===== config.mk =====
export PLATFORM = sky130hd
export DESIGN_NAME = uart_rx_fifo
export DESIGN_NICKNAME = d
export VERILOG_FILES = /design/src/rtl/uart_pkg.sv /design/src/rtl/uart_sync_fifo.sv /design/src/rtl/uart_rx_fifo.sv
export SDC_FILE = /design/constraint.sdc
export NUM_CORES = 1
export LEC_CHECK = 0
export CORE_UTILIZATION = 35
export CTS_CLUSTER_DIAMETER = 150
export DETAILED_ROUTE_END_ITERATION = 16
export PLACE_DENSITY_LB_ADDON = 0.2
export SETUP_SLACK_MARGIN = 0.02
export SLEW_MARGIN = 20
export SYNTH_ARGS = -nofsm -noshare
export SYNTH_HDL_FRONTEND = slang
export SYNTH_HIERARCHICAL = 1
export SYNTH_SLANG_ARGS = --single-unit

===== constraint.sdc =====
create_clock -name clk -period 5.7 [get_ports clk]
set_clock_uncertainty 0.1 [all_clocks]
set_input_delay 0.855 -clock clk [delete_from_list [all_inputs] [get_ports clk]]
set_output_delay 0.855 -clock clk [all_outputs]
set_load 0.05 [all_outputs]

===== src/rtl/uart_pkg.sv =====
// Shared UART receive definitions: FSM state encoding, parity modes, bit-period helper.
// The ST_PARITY state exists only when UART_RX_PARITY_EN is defined.
package uart_pkg;
   localparam int PAR_NONE = 0;
   localparam int PAR_EVEN = 1;
   localparam int PAR_ODD  = 2;

   typedef enum logic [2:0] {
      ST_IDLE   = 3'd0,
      ST_START  = 3'd1,
      ST_DATA   = 3'd2,
`ifdef UART_RX_PARITY_EN
      ST_PARITY = 3'd3,
`endif
      ST_STOP   = 3'd4
   } rx_state_e;

   function automatic int calc_cycle(input int clk_frq, input int baud_rate);
      return clk_frq / baud_rate;
   endfunction
endpackage


===== src/rtl/uart_sync_fifo.sv =====
// Show-ahead synchronous FIFO with occupancy count; the head is visible on data_o while valid_o is high.
// A push on a full FIFO is accepted only if a pop happens in the same cycle, otherwise overrun_o pulses.
module uart_sync_fifo #(
   parameter int WIDTH = 8,
   parameter int DEPTH = 16
) (
   input  logic             clk,
   input  logic             reset_n,
   input  logic             push_i,
   input  logic [WIDTH-1:0] data_i,
   input  logic             pop_i,
   output logic [WIDTH-1:0] data_o,
   output logic             valid_o,
   output logic [$clog2(DEPTH):0] count_o,
   output logic             overrun_o
);
   localparam int AW = $clog2(DEPTH);

   logic [WIDTH-1:0] mem_q [DEPTH];
   logic [AW-1:0]    wr_q, rd_q;
   logic [AW:0]      count_q, count_d;
   logic             full, do_pop, accept;

   assign full      = (count_q == (AW+1)'(DEPTH));
   assign do_pop    = pop_i && (count_q != '0);
   assign accept    = push_i && (!full || do_pop);
   assign overrun_o = push_i && full && !do_pop;

   always_comb begin
      count_d = count_q;
      if (accept && !do_pop) count_d = count_q + 1'b1;
      if (!accept && do_pop) count_d = count_q - 1'b1;
   end

   // Pointers are AW bits wide, so they wrap modulo DEPTH on their own.
   always_ff @(posedge clk) begin
      if (!reset_n) begin
         wr_q    <= '0;
         rd_q    <= '0;
         count_q <= '0;
      end else begin
         if (accept) wr_q <= wr_q + 1'b1;
         if (do_pop) rd_q <= rd_q + 1'b1;
         count_q <= count_d;
      end
   end

   always_ff @(posedge clk) begin
      if (accept) mem_q[wr_q] <= data_i;
   end

   assign valid_o = (count_q != '0);
   assign data_o  = valid_o ? mem_q[rd_q] : '0;
   assign count_o = count_q;
endmodule


===== src/rtl/uart_rx_fifo.sv =====
// UART receiver with 3-sample majority voting, sticky error flags and a show-ahead byte FIFO.
// Define UART_RX_PARITY_EN to build the parity state and parity_err; otherwise parity_err is tied 0.
module uart_rx_fifo
   import uart_pkg::*;
#(
   parameter int CLK_FRQ    = 27000000,
   parameter int BAUD_RATE  = 115200,
   parameter int DATA_BITS  = 8,
   parameter int STOP_BITS  = 1,
   parameter int PARITY     = 0,
   parameter int FIFO_DEPTH = 16
) (
   input  logic                        clk,
   input  logic                        reset_n,
   input  logic                        rx_in,
   output logic [7:0]                  rx_data,
   output logic                        rx_valid,
   input  logic                        rx_ready,
   output logic [$clog2(FIFO_DEPTH):0] rx_count,
   output logic                        overrun_err,
   output logic                        frame_err,
   output logic                        parity_err,
   input  logic                        err_clear
);
   localparam int CYCLE = calc_cycle(CLK_FRQ, BAUD_RATE);
   localparam int CW    = $clog2(CYCLE) + 1;
   localparam logic [CW-1:0] SMP0     = CW'(CYCLE/2 - 1);
   localparam logic [CW-1:0] SMP1     = CW'(CYCLE/2);
   localparam logic [CW-1:0] SMP2     = CW'(CYCLE/2 + 1);
   localparam logic [CW-1:0] LAST_CNT = CW'(CYCLE - 1);
   localparam logic [2:0]    LAST_BIT  = 3'(DATA_BITS - 1);
   localparam logic          LAST_STOP = 1'(STOP_BITS - 1);

   if (DATA_BITS < 5 || DATA_BITS > 8 || STOP_BITS < 1 || STOP_BITS > 2 ||
       (PARITY != PAR_NONE && PARITY != PAR_EVEN && PARITY != PAR_ODD) ||
       FIFO_DEPTH < 2 || FIFO_DEPTH > 256 || (FIFO_DEPTH & (FIFO_DEPTH - 1)) != 0) begin : g_bad_cfg
      $error("uart_rx_fifo: illegal parameter set");
   end

   logic          sync1_q, sync2_q, prev_q;
   rx_state_e     state_q, state_d;
   logic [CW-1:0] cnt_q, cnt_d;
   logic [2:0]    bit_q, bit_d;
   logic          stop_q, stop_d;
   logic [1:0]    smp_q, smp_d;
   logic [7:0]    shift_q, shift_d;
   logic          bad_q, bad_d;
   logic          push_q, push_d;
   logic          frame_set, overrun_set;
   logic          frame_err_q, overrun_err_q;
   logic          maj, decide, bit_end;
`ifdef UART_RX_PARITY_EN
   logic          par_set, par_exp, parity_err_q;
   assign par_exp = (PARITY == PAR_ODD) ? ~^shift_q : ^shift_q;
`endif

   assign maj     = (smp_q[0] & smp_q[1]) | (smp_q[0] & sync2_q) | (smp_q[1] & sync2_q);
   assign decide  = (cnt_q == SMP2);
   assign bit_end = (cnt_q == LAST_CNT);

   always_comb begin
      state_d   = state_q;
      cnt_d     = cnt_q + 1'b1;
      bit_d     = bit_q;
      stop_d    = stop_q;
      smp_d     = smp_q;
      shift_d   = shift_q;
      bad_d     = bad_q;
      push_d    = 1'b0;
      frame_set = 1'b0;
`ifdef UART_RX_PARITY_EN
      par_set   = 1'b0;
`endif
      if (cnt_q == SMP0) smp_d[0] = sync2_q;
      if (cnt_q == SMP1) smp_d[1] = sync2_q;

      case (state_q)
         ST_IDLE: begin
            cnt_d = '0;
            if (prev_q && !sync2_q) begin
               state_d = ST_START;
               shift_d = '0;
               bad_d   = 1'b0;
               bit_d   = '0;
               stop_d  = 1'b0;
            end
         end
         ST_START: begin
            if (decide && maj) state_d = ST_IDLE;
            else if (bit_end)  state_d = ST_DATA;
         end
         ST_DATA: begin
            if (decide) shift_d[bit_q] = maj;
            if (bit_end) begin
               if (bit_q == LAST_BIT) begin
`ifdef UART_RX_PARITY_EN
                  state_d = (PARITY != PAR_NONE) ? ST_PARITY : ST_STOP;
`else
                  state_d = ST_STOP;
`endif
               end else begin
                  bit_d = bit_q + 1'b1;
                  cnt_d = '0;
               end
            end
         end
`ifdef UART_RX_PARITY_EN
         ST_PARITY: begin
            if (decide && (maj != par_exp)) begin
               bad_d   = 1'b1;
               par_set = 1'b1;
            end
            if (bit_end) state_d = ST_STOP;
         end
`endif
         ST_STOP: begin
            // Leaving at the last stop decision gives half a bit of slack to catch the next start edge.
            if (decide) begin
               if (!maj) begin
                  bad_d     = 1'b1;
                  frame_set = 1'b1;
               end
               if (stop_q == LAST_STOP) begin
                  state_d = ST_IDLE;
                  push_d  = maj && !bad_q;
               end
            end else if (bit_end) begin
               stop_d = 1'b1;
               cnt_d  = '0;
            end
         end
         default: state_d = ST_IDLE;
      endcase

      if (state_d != state_q) cnt_d = '0;
   end

   always_ff @(posedge clk) begin
      if (!reset_n) begin
         sync1_q       <= 1'b1;
         sync2_q       <= 1'b1;
         prev_q        <= 1'b1;
         state_q       <= ST_IDLE;
         cnt_q         <= '0;
         bit_q         <= '0;
         stop_q        <= 1'b0;
         smp_q         <= '0;
         shift_q       <= '0;
         bad_q         <= 1'b0;
         push_q        <= 1'b0;
         frame_err_q   <= 1'b0;
         overrun_err_q <= 1'b0;
      end else begin
         sync1_q       <= rx_in;
         sync2_q       <= sync1_q;
         prev_q        <= sync2_q;
         state_q       <= state_d;
         cnt_q         <= cnt_d;
         bit_q         <= bit_d;
         stop_q        <= stop_d;
         smp_q         <= smp_d;
         shift_q       <= shift_d;
         bad_q         <= bad_d;
         push_q        <= push_d;
         frame_err_q   <= frame_set   | (frame_err_q   & ~err_clear);
         overrun_err_q <= overrun_set | (overrun_err_q & ~err_clear);
      end
   end

`ifdef UART_RX_PARITY_EN
   always_ff @(posedge clk) begin
      if (!reset_n) parity_err_q <= 1'b0;
      else          parity_err_q <= par_set | (parity_err_q & ~err_clear);
   end
   assign parity_err = parity_err_q;
`else
   assign parity_err = 1'b0;
`endif

   assign frame_err   = frame_err_q;
   assign overrun_err = overrun_err_q;

   uart_sync_fifo #(
      .WIDTH (8),
      .DEPTH (FIFO_DEPTH)
   ) u_fifo (
      .clk       (clk),
      .reset_n   (reset_n),
      .push_i    (push_q),
      .data_i    (shift_q),
      .pop_i     (rx_ready),
      .data_o    (rx_data),
      .valid_o   (rx_valid),
      .count_o   (rx_count),
      .overrun_o (overrun_set)
   );
endmodule


==> impl_results.md, run 1 <==
* Compound-Gate Fraction of Synth Area at 7.26%
* Simple-gate share of the synthesized area at 9.09%
* Initial antenna violation count at 0
* Xor/xnor share of the synthesized area at 1.40%
* Die width at 149 um
* Clock Path Buffers at 2
* Period utilization at 72.9%
* CTS resizes at 0
* Starting Density at 35.7%
* Row count at 53
* PortBufs at 20
* WHS Path Cells at 1
* Reg2reg end: u_fifo/count_o[4]
* DRC Markers at 0
* RSZ-0062 raised after global routing: false
* Worst R2R Start: u_fifo/count_o[1]
* First-pass GRT wire length at 23600 um
* Hold Fails Final Rpt at 0
* Syn_nets at 520
* Inserted Clock Buffers at 17
* Outcome: complete, no violations
* Slew Viols, Final at 0
* Vias at 4200
* Synth Area in Adders at 2.29%
* Worst Tran Pin Value at 0.969 ns
* Die extent in y at 149 um
* Top-count cell post-synth: edfxtp_1
* Leakage power at 2.78 nW
* Seq cells post-synth at 178
* Yosys Warn Count at 6
* Post-synthesis average cell area at 15.0 sq um
* Top FF cell, synth: edfxtp_1
* Setup CP Type: reg -> out
* Via density at 5.22
* Hold Startpoint: sync1_q
* Max Cap Viol at 0
* Final setup vio count at 0
* Worst EP arrival at 3.20 ns
* R2r setup slk at 2.89 ns
* Area grow syn2layout at 13.9%
* Vias in the first global route at 4236
* Hold Buf Count CTS at 0
* Asr flop ratio synth at 0%
* P per Cell Area at 300 nW/um^2
* Pre-antenna DRT Iters at 4
* I/O pin total at 22
* Worst r2r path cells at 8
* DPL Wire Length at 9850 um
* Final ANT Viol Nets at 0
* Worst Path Required at 4.74 ns
* Fin crit period at 4.15 ns
* Crit path max fanout at 10
* Routed wire length at 14800 um
* Clock Sink Count at 178
* Detailed Route Iter0 Violations at 222
* Area of the multi-input gates at 2490 sq um
* Wire per inst at 18.3 um
* Multiplexer share of the synthesized area at 12.9%
* Library cells used by synthesis at 64
* Largest family of logic cells by synthesized area: multiplexers
* Peak Freq at 241 MHz
* Layout cells sized above 1 at 14.9%
* VDD IR max at 220 uV
* Setup bufs post-CTS at 0
* Synth area leaders: edfxtp_1 (51%), dfxtp_1 (13%), mux4_2 (9.6%)
* Tot GR Track Use at 14.4%
* Post-synthesis sequential area ratio at 64.3%
* FILL cells at 1950
* Synth Cell Area at 7530 sq um
* Cell taking the most area after synthesis: edfxtp_1
* Clock Pin Slew Worst Setup and Hold Paths at 0.07 ns
* CTS tree: done
* CP Capture Type: output port
* RD Place Congestion at 0.812
* CP startpoint kind: flip-flop
* Post-synth EDFFs at 128
* Reg area at 4850 sq um
* Total gr overflow at 0
* Post-synth top area share at 51.0%
* Clock root cell: clkbuf_16
* Die area at 22100 sq um
* Core Region at 21100 sq um
* Post-synthesis instance total at 502
* Layout Utilization at 40.7%
* Largest net degree at the start of global routing at 27
* Worst rel slew slack at 35.3%
* Layout Nets at 535
* Setup TNS at 0 ns
* Number of diodes at 0
* Hold EP: sync2_q
* Synth top cells by count: edfxtp_1 (128), dfxtp_1 (50), mux4_2 (32), mux2i_1 (23)
* Hold Path Class: reg -> reg
* H-tree levels at 4
* Worst-skew pair later-pin latency at 0.43 ns
==> state kept, by name (all words and copies together), names as in the netlist, named ones only <==
signal / cells
sync1_q: 1
u_fifo/count_o: 5
push_q: 1
overrun_err: 1
frame_err: 1
prev_q: 1
u_fifo/wr_q: 4
u_fifo/rd_q: 4
sync2_q: 1
u_fifo/mem_q: 128
shift_q: 8
smp_q: 2
stop_q: 1
state_q: 3
bit_q: 3
bad_q: 1
cnt_q: 9
==> worst max-delay path: stages (launching register included) <==
cell and delay [ns]:
dfxtp_1 0.39, or4_1 0.74, or2_1 0.38, nand2b_1 0.31, o22ai_1 0.20, clkdlybuf4s50_1 0.74
==> per-layer routing <==
layer | share of wire, % | vias to the layer above | global-route usage [%]
met2 | 48 | 62 | 23.4
li1 | - | 2001 | -
met4 | 1.3 | 0 | 5.10
met5 | 0 | - | 0
met3 | 2.7 | 11 | 3.01
met1 | 48 | 2126 | 18.9
==> power by group <==
part	leakage, nW	switching [mW]	internal, mW
logic	0.898	0.0156	0.00826
clock network	0.296	0.545	0.632
registers	1.59	0.00328	1.37
total	2.78	0.564	2.01
==> cell type report <==
type                       count  share of cell area [%]
tap                          275                    4.01
clock buffer                  17                    4.96
multi-input combinational    279                    29.0
clock inverter                15                    2.12
inverter                      18                   0.788
timing repair buffer          23                    2.60
sequential                   178                    56.5
==> worst max-delay path by stage <==
stage	from	slack, ns	cells after the start	end
CTS	flip-flop	1.47	5	rx_data[2]
global route	flip-flop	1.31	5	rx_data[7]
global placement	flip-flop	1.97	5	rx_data[2]
floorplan	u_fifo/count_o[1]	2.15	5	rx_data[0]
detailed placement	flip-flop	1.93	5	rx_data[2]
finish	u_fifo/count_o[1]	1.55	5	rx_data[5]
==> through the flow <==
stage	setup WS [ns]	area [sq um]	std cells	total power, mW	hold slack (ns)
after floorplan	2.15	7530	502	1.42	0.286
after global placement	1.97	7970	773	1.43	0.289
after detailed placement	1.93	7970	773	1.43	0.301
after CTS	1.47	8570	805	2.60	0.318
after global routing	1.31	8570	805	2.65	0.362
final	1.55	8570	805	2.58	0.317
==> placed cells by master, fill, tap and decap left out, types with 15 or more instances in the layout <==
| cell type | count |
|---|---|
| clkbuf_16 | 17 |
| clkdlybuf4s50_1 | 20 |
| dfxtp_1 | 48 |
| edfxtp_1 | 128 |
| inv_1 | 18 |
| mux2i_1 | 23 |
| mux4_2 | 32 |
| nand2_1 | 15 |
| nor2_1 | 18 |
| o21ai_0 | 15 |
==> cells by family (layout without fill, tap and decap cells) <==
kind of cell | Yosys count | after routing
other | 1 | 1
DFF | 178 | 178
AOI/OAI and AO/OA | 78 | 78
buffers and inverters | 45 | 73
and+or+nand+nor | 118 | 118
muxes | 56 | 56
adders and majority gates | 14 | 14
xor gates and xnor gates | 12 | 12
No activity file was read; power rests on OpenSTA's default activity.
==> inputs of run 2 (changes only) <==
==> constraint.sdc (replaced) <==
create_clock -name clk -period 3.9 [get_ports clk]
set_clock_uncertainty 0.1 [all_clocks]
set_input_delay 0.585 -clock clk [delete_from_list [all_inputs] [get_ports clk]]
set_output_delay 0.585 -clock clk [all_outputs]
set_load 0.05 [all_outputs]
==> run 2 against run 1 <==
- power up 50%
- worst setup slack got worse by 1.4 ns
- critical endpoint unchanged
- flip-flop and latch count did not move
- cell area up 0.63%
- global-route usage is 0.16 points higher
- register-to-register slack got worse by 1.7 ns
- sequential share of layout area decreased by 0.37 points
==> impl_results.md, run 2 (synthesis results as in run 1) <==
* Met2 routed WL at 7080 um (was 7140 um)
* Placed Cells at 775 (was 773)
* Area grow syn2layout at 14.6% (was 13.9%)
* DR top layer: met4 (unchanged)
* WHS Path Cells at 1 (unchanged)
* FILL cells at 1920 (was 1950)
* Largest regs: u_fifo/mem_q (128), cnt_q (9), shift_q (8) (unchanged)
* Tot GR Track Use at 14.5% (was 14.4%)
* Worst EP arrival at 3.07 ns (was 3.20 ns)
* Peak Freq at 267 MHz
* Worst Path Required at 3.21 ns (was 4.74 ns)
* Area of the multi-input gates at 2490 sq um (unchanged)
* Number of diodes at 0 (unchanged)
* DRC Markers at 0 (unchanged)
* Clock Path Buffers at 2 (unchanged)
* Leakage power at 2.81 nW (was 2.78 nW)
* Initial antenna violation count at 0 (unchanged)
* PortBufs at 20 (unchanged)
* Reg2reg end: u_fifo/count_o[4] (unchanged)
* Worst rel slew slack at 54.1% (was 35.3%)
* Non-filler cells, final at 807 (was 805)
* Max reg flops at 128 (unchanged)
* Inserted Clock Buffers at 17 (unchanged)
* Max Cap Viol at 0 (unchanged)
* Largest register by flop count: u_fifo/mem_q (unchanged)
* Crit path max fanout at 10 (unchanged)
* Worst r2r path cells at 9 (was 8)
* Starting Density at 35.7% (unchanged)
* Core Region at 21100 sq um (unchanged)
* Via density at 5.25 (was 5.22)
* Layout cells sized above 1 at 15.0% (was 14.9%)
* Die area at 22100 sq um (unchanged)
* Setup CP Type: reg -> out (unchanged)
* RSZ-0062 raised after global routing: false (unchanged)
* Die extent in y at 149 um (unchanged)
* H-tree levels at 4 (unchanged)
* Hold Path Class: reg -> reg (unchanged)
* Reg area at 4850 sq um (about the same)
* Hold_ws at 0.316 ns (was 0.317 ns)
* Vias at 4234 (was 4200)
* Outcome: complete, no violations (unchanged)
* I/O pin total at 22 (unchanged)
* Place WS at 0.640 ns (was 1.93 ns)
* Hold Fails Final Rpt at 0 (unchanged)
* VDD IR max at 279 uV (was 220 uV)
* Worst-skew pair later-pin latency at 0.44 ns (was 0.43 ns)
* CTS resizes at 0 (unchanged)
* CP Capture Type: output port (unchanged)
* P per Cell Area at 447 nW/um^2 (was 300 nW/um^2)
* Period utilization at 96.2%
* DPL Wire Length at 9670 um (was 9850 um)
* R2r setup slk at 1.21 ns (was 2.89 ns)
* Most frequent cells in the layout: edfxtp_1 (128), dfxtp_1 (49), mux4_2 (32) (was edfxtp_1 (128), dfxtp_1 (48), mux4_2 (32))
* Commonest non-fill, non-tap cell in the layout: edfxtp_1 (unchanged)
* CTS tree: done (unchanged)
* Met3 wire length at 617 um (was 405 um)
* Clock root cell: clkbuf_16 (unchanged)
* Final ANT Viol Nets at 0 (unchanged)
* Detailed Route Iter0 Violations at 174 (was 222)
* Total gr overflow at 0 (unchanged)
* CP startpoint kind: flip-flop (unchanged)
* Final Power at 3.86 mW (was 2.58 mW)
* Wire per inst at 18.4 um (was 18.3 um)
* First-pass GRT wire length at 23600 um (about the same)
* Layout Nets at 537 (was 535)
* Worst Tran Pin Value at 0.687 ns (was 0.969 ns)
* PnR worst setup slack at 0.149 ns (was 1.55 ns)
* Hold Buf Count CTS at 0 (unchanged)
* Largest net degree at the start of global routing at 33 (was 27)
* Hold Startpoint: sync1_q (unchanged)
* Pre-antenna DRT Iters at 4 (unchanged)
* Slew Viols, Final at 0 (unchanged)
* Vias in the first global route at 4252 (was 4236)
* Setup TNS at 0 ns (unchanged)
* Routed wire length at 14900 um (was 14800 um)
* Die width at 149 um (unchanged)
* Final setup vio count at 0 (unchanged)
* Row count at 53 (unchanged)
* Clock Sink Count at 178 (unchanged)
* Fin crit period at 3.75 ns
* Hold EP: sync2_q (unchanged)
* Setup bufs post-CTS at 0 (unchanged)
* Worst R2R Start: u_fifo/count_o[1] (unchanged)
* Wire length on met1 at 6990 um (was 7030 um)
* Clock Pin Slew Worst Setup and Hold Paths at 0.07 ns (about the same)
* RD Place Congestion at 0.819 (was 0.812)
run 2: routing by layer:
metal,vias to the layer above,GRT usage (%)
li1,2001,-
met1,2162,19.7
met2,60,22.4
met3,11,4.33
met4,0,4.48
met5,-,0
run 2: final cells by class:
type	count	share of cell area, %
flip-flops and latches	178	56.2
multi-input cells	279	28.8
clock buffers	17	4.93
well taps	275	3.99
repair buffers	25	2.90
clock inverters	15	2.42
inverters	18	0.783
run 2: power breakdown:
part | total [mW] | leakage (nW) | switching (mW) | internal, mW
Combinational | 0.0351 | 0.912 | 0.0230 | 0.0120
Clock | 1.82 | 0.313 | 0.777 | 1.04
Sequential | 2.01 | 1.59 | 0.00505 | 2.00
Total | 3.86 | 2.81 | 0.805 | 3.06
run 2: how the worst max path moves through the flow:
stage / start / to / slack (ns) / depth (start not counted)
2_1_floorplan: u_fifo/count_o[1] / rx_data[0] / 0.62 / 5
3_3_place_gp: u_fifo/count_o[1] / rx_data[6] / 0.68 / 6
3_5_place_dp: u_fifo/count_o[1] / rx_data[6] / 0.64 / 6
4_1_cts: u_fifo/count_o[1] / rx_data[6] / 0.15 / 6
5_1_grt: u_fifo/count_o[1] / rx_data[5] / 0.04 / 6
6_report: u_fifo/count_o[1] / rx_data[5] / 0.15 / 6
run 2: metrics by stage:
stage                     util [%]  area (sq um)
after floorplan                  -          7530
after global placement        37.9          7990
after detailed placement      37.9          7990
after CTS                     40.9          8630
after global routing          40.9          8630
final                         40.9          8630
run 2: worst max-delay path: stages, from the launching register on:
cell and delay, ns:
dfxtp_1 0.37, or4_1 0.52, buf_4 0.19, or2_1 0.30, nand2b_1 0.32, o22ai_1 0.18, clkdlybuf4s50_1 0.74
==> inputs of run 3 (changes only) <==
--- a/config.mk
+++ b/config.mk
@@ -8,8 +8,10 @@
 export CORE_UTILIZATION = 35
 export CTS_CLUSTER_DIAMETER = 150
 export DETAILED_ROUTE_END_ITERATION = 16
+export GPL_TIMING_DRIVEN = 1
 export PLACE_DENSITY_LB_ADDON = 0.2
 export SETUP_SLACK_MARGIN = 0.02
+export SKIP_CTS_REPAIR_TIMING = 1
 export SLEW_MARGIN = 20
 export SYNTH_ARGS = -nofsm -noshare
 export SYNTH_HDL_FRONTEND = slang
==> constraint.sdc (replaced) <==
create_clock -name clk -period 4.66 [get_ports clk]
set_clock_uncertainty 0.1 [all_clocks]
set_input_delay 0.699 -clock clk [delete_from_list [all_inputs] [get_ports clk]]
set_output_delay 0.699 -clock clk [all_outputs]
set_load 0.05 [all_outputs]
==> run 3 against run 2 <==
- wire length up 0.47%
- non-clock buffer count unchanged
- cell count unchanged
- count of clock-buffer cells in the layout unchanged
- first-iteration DRC count up 24%
- die area unchanged
- sequential share of layout area up 0.29 points
- largest cell class unchanged
- register-to-register slack better by 0.61 ns
- worst hold slack worse by 0.0087 ns
==> impl_results.md, run 3 (synthesis results as in run 1) <==
* Tot GR Track Use at 14.7% (was 14.5%)
* Hold Path Class: reg -> reg (unchanged)
* P per Cell Area at 361 nW/um^2 (was 447 nW/um^2)
* Worst rel slew slack at 28.1% (was 54.1%)
* RD Place Congestion at 0.761 (was 0.819)
* Worst-skew pair later-pin latency at 0.43 ns (was 0.44 ns)
* I/O pin total at 22 (unchanged)
* Wire per inst at 18.5 um (was 18.4 um)
* VDD IR max at 256 uV (was 279 uV)
* Worst Tran Pin Value at 1.08 ns (was 0.687 ns)
* Worst Path Required at 3.86 ns (was 3.21 ns)
* Initial antenna violation count at 0 (unchanged)
* Layout Utilization at 40.7% (was 40.9%)
* Hold Startpoint: sync1_q (unchanged)
* Crit path max fanout at 10 (unchanged)
* Buf/Inv on CP at 1 (was 2)
* Place WS at 1.17 ns (was 0.640 ns)
* PnR worst setup slack at 0.664 ns (was 0.149 ns)
* Critical path's largest stage delay at 0.76 ns (was 0.74 ns)
* Vias at 4238 (was 4234)
* DPL Wire Length at 9650 um (was 9670 um)
* Fin crit period at 4.00 ns
* Leakage power at 2.79 nW (was 2.81 nW)
* Worst EP arrival at 3.20 ns (was 3.07 ns)
* Starting Density at 35.7% (unchanged)
* Detailed Route Iter0 Violations at 215 (was 174)
* Dpl cell area at 7990 sq um (unchanged)
* Slew Viols, Final at 0 (unchanged)
* Setup CP Type: reg -> out (unchanged)
* CP Launch Point: u_fifo/count_o[1] (unchanged)
* Via density at 5.25 (about the same)
* Die extent in y at 149 um (unchanged)
* Critical path cell sequence: or4_1, or2_1, nand2b_1, o22ai_1, clkdlybuf4s50_1 (was or4_1, buf_4, or2_1, nand2b_1, o22ai_1, clkdlybuf4s50_1)
* Clock Path Buffers at 2 (unchanged)
* Outcome: complete, no violations (unchanged)
* Pre-antenna DRT Iters at 4 (unchanged)
* CP startpoint kind: flip-flop (unchanged)
* Worst R2R Start: u_fifo/count_o[1] (unchanged)
* Inserted Clock Buffers at 17 (unchanged)
* CP Capture Type: output port (unchanged)
* Critical path's slowest cell: or4_1 (was clkdlybuf4s50_1)
* Area grow syn2layout at 14.0% (was 14.6%)
* Largest net degree at the start of global routing at 33 (unchanged)
* Post-route cell area at 8580 sq um (was 8630 sq um)
* Period utilization at 85.7%
* Max Cap Viol at 0 (unchanged)
* Die area at 22100 sq um (unchanged)
* Largest register by flop count: u_fifo/mem_q (unchanged)
* Routed wire length at 14900 um (about the same)
* Row count at 53 (unchanged)
* Clock Sink Count at 178 (unchanged)
* FILL cells at 1941 (was 1920)
* Layout cells sized above 1 at 15.0% (unchanged)
* Final ANT Viol Nets at 0 (unchanged)
* DRC Markers at 0 (unchanged)
* Largest regs: u_fifo/mem_q (128), cnt_q (9), shift_q (8) (unchanged)
* First-pass GRT wire length at 24200 um (was 23600 um)
* H-tree levels at 4 (unchanged)
* Clock Pin Slew Worst Setup and Hold Paths at 0.07 ns (about the same)
* Core Region at 21100 sq um (unchanged)
* Total gr overflow at 0 (unchanged)
* Peak Freq at 250 MHz
* Max reg flops at 128 (unchanged)
* Clock root cell: clkbuf_16 (unchanged)
* Layout Nets at 537 (unchanged)
* CTS tree: done (unchanged)
* Commonest non-fill, non-tap cell in the layout: edfxtp_1 (unchanged)
* CP top delay family: simple AND/OR/NAND/NOR gates (unchanged)
* Hold Fails Final Rpt at 0 (unchanged)
* Die width at 149 um (unchanged)
* PortBufs at 20 (unchanged)
* Vias in the first global route at 4351 (was 4252)
* Most frequent cells in the layout: edfxtp_1 (128), dfxtp_1 (49), mux4_2 (32) (unchanged)
* RSZ-0062 raised after global routing: false (unchanged)
* Setup TNS at 0 ns (unchanged)
* Final setup vio count at 0 (unchanged)
* Final Power at 3.10 mW (was 3.86 mW)
* Number of diodes at 0 (unchanged)
## run 3: path summary, 6_finish.rpt
path | endpoint | slack, ns | cells after the start
max | rx_data[4] | 0.66 | 5
min | sync2_q | 0.31 | 1
max reg2reg | u_fifo/count_o[4] | 1.82 | 8
min reg2reg | sync2_q | 0.31 | 1
## run 3: final cells by class
| type | count | area, sq um | area share [%] |
|---|---|---|---|
| multi-input cells | 279 | 2490 | 29.0 |
| flip-flops and latches | 178 | 4850 | 56.5 |
| inverters | 18 | 67.6 | 0.787 |
| repair buffers | 25 | 250 | 2.92 |
| well taps | 275 | 344 | 4.01 |
| clock inverters | 15 | 164 | 1.91 |
| clock buffers | 17 | 425 | 4.96 |
## run 3: metrics by stage
stage / hold slack [ns] / cells
2_1_floorplan: 0.286 / 502
3_3_place_gp: 0.293 / 775
3_5_place_dp: 0.291 / 775
4_1_cts: 0.309 / 807
5_1_grt: 0.317 / 807
6_report: 0.307 / 807
## run 3: per-layer routing
| metal | vias up | share of wire [%] | track usage [%] |
|---|---|---|---|
| met1 | 2158 | 46 | 18.9 |
| met5 | - | 0 | 0 |
| met4 | 0 | 0.99 | 4.48 |
| met3 | 10 | 3.7 | 3.80 |
| met2 | 66 | 50 | 24.3 |
| li1 | 2004 | - | - |
## run 3: power by group
group / total (mW) / internal [mW] / switching, mW
clock network: 1.39 / 0.722 / 0.667
logic: 0.0293 / 0.0101 / 0.0192
registers: 1.68 / 1.68 / 0.00394
total: 3.10 / 2.41 / 0.690
